<file path="src/rtl/handshaked_fifo_param.sv">
// Handshaked register-array FIFO with first-word fall-through output and an
// occupancy count; feeds the `a` input of the downstream pass-through stage.
module handshaked_fifo_param #(
    parameter int DATA_WIDTH = 2,
    parameter int DEPTH      = 4
) (
    input  logic                         clk,
    input  logic                         rst,
    input  logic [DATA_WIDTH-1:0]        dataIn_data,
    input  logic                         dataIn_vld,
    output logic                         dataIn_rd,
    output logic [DATA_WIDTH-1:0]        dataOut_data,
    output logic                         dataOut_vld,
    input  logic                         dataOut_rd,
    output logic [$clog2(DEPTH):0]       size
);
    localparam int PTR_W = $clog2(DEPTH);
    localparam int CNT_W = PTR_W + 1;
    localparam logic [CNT_W-1:0] FULL_CNT = CNT_W'(DEPTH);
    localparam logic [PTR_W-1:0] PTR_ONE  = PTR_W'(1);
    localparam logic [CNT_W-1:0] CNT_ONE  = CNT_W'(1);

    logic [DATA_WIDTH-1:0] mem_q [DEPTH];
    logic [DATA_WIDTH-1:0] mem_d [DEPTH];
    logic [PTR_W-1:0]      wr_ptr_q, wr_ptr_d;
    logic [PTR_W-1:0]      rd_ptr_q, rd_ptr_d;
    logic [CNT_W-1:0]      size_q, size_d;
    logic                  wr_en;
    logic                  rd_en;

    // Status flags depend only on registered occupancy (plus rst gating ready).
    assign dataIn_rd    = !rst && (size_q != FULL_CNT);
    assign dataOut_vld  = (size_q != '0);
    assign dataOut_data = mem_q[rd_ptr_q];
    assign size         = size_q;

    assign wr_en = dataIn_vld && dataIn_rd;
    assign rd_en = dataOut_vld && dataOut_rd;

    always_comb begin
        mem_d    = mem_q;
        wr_ptr_d = wr_ptr_q;
        rd_ptr_d = rd_ptr_q;
        size_d   = size_q;

        if (wr_en) begin
            mem_d[wr_ptr_q] = dataIn_data;
            wr_ptr_d        = wr_ptr_q + PTR_ONE;
        end
        if (rd_en) begin
            rd_ptr_d = rd_ptr_q + PTR_ONE;
        end

        // Simultaneous read and write leaves the occupancy unchanged.
        case ({wr_en, rd_en})
            2'b10:   size_d = size_q + CNT_ONE;
            2'b01:   size_d = size_q - CNT_ONE;
            default: size_d = size_q;
        endcase
    end

    always_ff @(posedge clk or posedge rst) begin
        if (rst) begin
            wr_ptr_q <= '0;
            rd_ptr_q <= '0;
            size_q   <= '0;
            for (int i = 0; i < DEPTH; i++) begin
                mem_q[i] <= '0;
            end
        end else begin
            wr_ptr_q <= wr_ptr_d;
            rd_ptr_q <= rd_ptr_d;
            size_q   <= size_d;
            for (int i = 0; i < DEPTH; i++) begin
                mem_q[i] <= mem_d[i];
            end
        end
    end
endmodule

</file>
<file path="config.mk">
export PLATFORM = sky130hd
export DESIGN_NAME = handshaked_fifo_param
export DESIGN_NICKNAME = d
export VERILOG_FILES = /design/src/rtl/handshaked_fifo_param.sv
export SDC_FILE = /design/constraint.sdc
export NUM_CORES = 1
export LEC_CHECK = 0
export BUFFER_PORTS_ARGS = -buffer_cell sky130_fd_sc_hd__clkbuf_2
export CAP_MARGIN = 10
export CORE_MARGIN = 1.5
export CORE_UTILIZATION = 53
export CTS_CLUSTER_SIZE = 8
export DETAILED_ROUTE_END_ITERATION = 10
export MAX_ROUTING_LAYER = met4
export PLACE_DENSITY = 0.76
export SLEW_MARGIN = 20
export SYNTH_ARGS = -nofsm -noshare
export SYNTH_HDL_FRONTEND = slang
export SYNTH_SLANG_ARGS = --single-unit
export TNS_END_PERCENT = 30
</file>
<file path="constraint.sdc">
create_clock -name clk -period 2.3 [get_ports clk]
set_input_delay 0.46 -clock clk [delete_from_list [all_inputs] [get_ports clk]]
set_output_delay 0.46 -clock clk [all_outputs]
set_load 0.02 [all_outputs]
</file>
## Word level (Yosys, flattened, before mapping)

Cells that the tools add are included.

- Reduce and logical (&&, ||, !) cells: 7
- Magnitude comparators: 3
- Muxes and demuxes: 7
- $add $sub $neg: 4
- Eq/ne operators: 3
- Bitwise gates (word level): 2

Operators with widths:

| cell | count |
|---|---|
| bitwise mux 8 bit | 1 |
| greater-or-equal comparator 3 bit, second input constant | 2 |
| 2-to-1 mux 2 bit | 3 |
| inverter 2 -> 3 bit | 2 |
| one-hot mux 3 bit (2 select lines) | 1 |
| adder 2 x 1 -> 2 bit, second input constant | 2 |
| binary-select mux 2 bit (select 2 bit) | 1 |
| demux 2 bit (select 2 bit) | 1 |
| logical AND 1 bit | 4 |
| adder 3 x 1 -> 3 bit, second input constant | 1 |
| < comparator 3 x 1 -> 1 bit, second input constant | 1 |
| != test 3 bit, second input constant | 1 |
| nonzero test 3 bit | 1 |
| subtractor 3 x 1 -> 3 bit, second input constant | 1 |
| == test 2 x 1 -> 1 bit, second input constant | 1 |
| == test 2 bit, second input constant | 1 |
| nonzero test 2 bit | 1 |
| zero test 1 bit | 1 |

- Input bits: 6
- Word-level logic and storage cells: 33
- Register bits: 15

## Logic depth before layout (Yosys ltp)

- Depth after elaboration: 6
- Gate-level depth with buffers: 9
- Gate-level depth less buffers: 9

## Least setup slack after synthesis

Ideal clock, no wire load.

- Path kind: flip-flop to flip-flop
- Start: register size_q[0] (netlist: size[0])
- End: register size_q[2] (netlist: size[2])
- Data required time: 2220 ps
- Setup time: 80 ps
- Cell stages (with the launch flop): 10
- Path slack: 287 ps
- Arrival: 1934 ps
- Period minus slack after synthesis: 2013 ps
- Buffers on the path: 0
- Path through: dfrtp_1 -> nor3b_4 -> nor3b_2 -> inv_1 -> ha_1 -> inv_1 -> fa_1 -> xor2_1 -> nor2_1 -> xor2_1

- Word-level cells in the longest chain between the ends: 5

Ends and longest elaborated chain:

| element | RTL line | text |
|---|---|---|
| from (decl) | 27 | `logic [CNT_W-1:0] size_q, size_d;` |
| from (signal assigned) | 73 | `size_q <= size_d;` |
| != test 3 bit | 32 | `assign dataIn_rd = !rst && (size_q != FULL_CNT);` |
| logical AND 1 bit | 32 |  |
| logical AND 1 bit | 37 | `assign wr_en = dataIn_vld && dataIn_rd;` |
| == test 2 x 1 -> 1 bit or == test 2 bit (tied branches) | 55 | `case ({wr_en, rd_en})` |
| one-hot mux 3 bit (2 select lines) or nonzero test 2 bit (tied branches) | - |  |

Several ways; a longest one is shown, not always the timed one.
A chain may end at the register's enable or synchronous reset.

## Worst setup path in the final report

Ends and elaborated chain as after synthesis.

==> results.tsv <==
metric	value	unit
status	finished, final reports clean	
setup_tns	0	ns
place_congestion	0.722	
viasPerCell	5.43	
routed_wl	1300	um
numPortBuffers	12	
drtIter0Drc	8	
setup_viol	0	
crit_end	size[2]	
cp-start-kind	flop	
rows	13	
htreeDepth	1	
grt.total_usage	0.194	
yosysWarnings	0	
setup.worst_path.start	size[0]	
dpl.hpwl	1010	um
vias	510	
syn_nets	73	
drt_first_pass_iters	4	
reg2reg_slack	0.27	ns
grt_pass1_wl	2330	um
critical_path_arrival	2.23	ns
max_freq	493	MHz
initial_utilization	0.589	
critPathBufInv	2	
slew_headroom	0.637	
wire_per_inst	13.9	um
antenna_found_initial	0	
clkTransAtPathRegs	0.08	ns
critPathCaptureType	flop	
drv_slew	0	
fp.coreArea	1330	um2
clock_latency	0.28	ns
first_global_vias	518	
synth.cell_area	786	um2
syn_to_final_growth	15.3	%
cts_root_buffer	clkbuf_4	
cp_top_family	adder cells	
syn_area_per_cell	12.9	um2
clock_path_buffers	2	
critPathMaxFanout	6	
yosysUniqueCellTypes	16	
ctsResizeCount	0	
r2r_start	size[0]	
drv_cap	0	
ys_ff_latch	15	
peakVddDrop	0.000679	V
grt_setup_unrepaired	false	
worst_ep_required_time	2.50	ns
pwr_density_cell	1420	nW/um2
slowest_stage	dfrtp_1	
fin_util	0.679	
worst-r2r-cell-count	9	
cts_made_buffers	3	
diodes	0	
design_area	906	um2
cp_num_cells	9	
final.min_clock_period	2.03	ns
drc	0	
layout-drive-gt1-share	0.380	
worst_pin_slew	0.544	ns
fp.dieH	41.5	um
power	1290	uW
fin_crit_sh	0.882	
finalClockSkew	0.00151	ns
placed_cell_area	865	um2
crit_type	reg -> reg	
synth.yosys.seq_area_share	0.478	
path_cells	nor3b_4, nor3b_2, inv_1, ha_1, inv_1, fa_1, xor2_1, nor2_1, xor2_1	
ant_nets	0	
grt_remaining_overflow	0	
max_stage_delay	0.47	ns
min_path_type	in -> async	
fin_nets	92	
syn_inst	61	
p_leak	0.000434	uW
dieWidth	41.5	um
grt_max_degree	16	
cts_tree	built	
hold_viol	0	
cts.sinks	15	
r2r_end	size[2]	
ios	13	
dieArea	1720	um2
cells by family after synthesis:
| logic type | synth area share |
|---|---|
| compound gates | 0.0111 |
| xor+xnor | 0.0669 |
| fa+ha+maj | 0.105 |
| buf+inv | 0.0334 |
| flops | 0.478 |
| mux | 0.199 |
| simple gates | 0.107 |
placed cells by master (no fill, tap or decap):
master / count
nor3b_2: 1
or3_1: 1
nor2_1: 2
nor3_1: 4
clkbuf_4: 3
mux4_2: 2
mux2i_1: 1
o31a_1: 1
ha_1: 5
xnor2_1: 3
nor3b_4: 1
inv_1: 7
clkbuf_2: 12
mux2_2: 9
fa_1: 1
clkbuf_1: 1
dfrtp_1: 15
buf_4: 2
xor2_1: 3
nand2_1: 5
layer usage:
metal,vias to the layer above,global-route usage,wire (um)
met5,-,-,0
met4,0,0.155,27
met3,2,0.0435,37
met2,9,0.288,672
met1,254,0.226,565
li1,245,-,-
report_power, final:
group	internal, uW	switching [uW]
Clock	67.3	79.0
Combinational	313	295
Sequential	402	131
metrics by stage:
step	hold WS [ns]	setup slack, ns	std cells
floorplan	0.361	0.287	61
global placement	0.487	0.255	88
detailed placement	0.492	0.157	88
CTS	0.300	0.141	92
global route	0.347	0.0840	94
finish	0.283	0.272	94
timing repair:
action	4_1_cts	5_1_grt
hold buffers	0	0
buffers inserted	0	2
endpoints found under the setup margin	0	1
cell type report:
type | instances | area (um2)
Clock buffer | 4 | 26.3
Fill cell | 114 | 428
Inverter | 7 | 26.3
Multi-Input combinational cell | 39 | 384
Sequential cell | 15 | 375
Tap cell | 15 | 18.8
Timing Repair Buffer | 14 | 75.1
how the worst min path moves through the flow:
stage,start,end,cells after the start
final,rst,wr_ptr_q[0],2
after global routing,rst,wr_ptr_q[0],2
after CTS,rst,wr_ptr_q[0],2
after detailed placement,mem_q[3],mem_q[3],1
after global placement,mem_q[3],mem_q[3],1
after floorplan,rst,mem_q[0],1
synthesized netlist by cell type:
cell / n / area (um2)
dfrtp_1: 15 / 375
fa_1: 1 / 20.0
ha_1: 5 / 62.6
inv_1: 7 / 26.3
mux2_2: 9 / 101
mux2i_1: 1 / 10.0
mux4_2: 2 / 45.0
nand2_1: 5 / 18.8
nor2_1: 2 / 7.51
nor3_1: 4 / 20.0
nor3b_2: 1 / 12.5
nor3b_4: 1 / 18.8
o31a_1: 1 / 8.76
or3_1: 1 / 6.26
xnor2_1: 3 / 26.3
xor2_1: 3 / 26.3
registers in the layout, indices dropped and copies added, names as in the netlist:
name      count
size          3
wr_ptr_q      2
rd_ptr_q      2
mem_q         8
No activity file was read; power rests on OpenSTA's default activity.
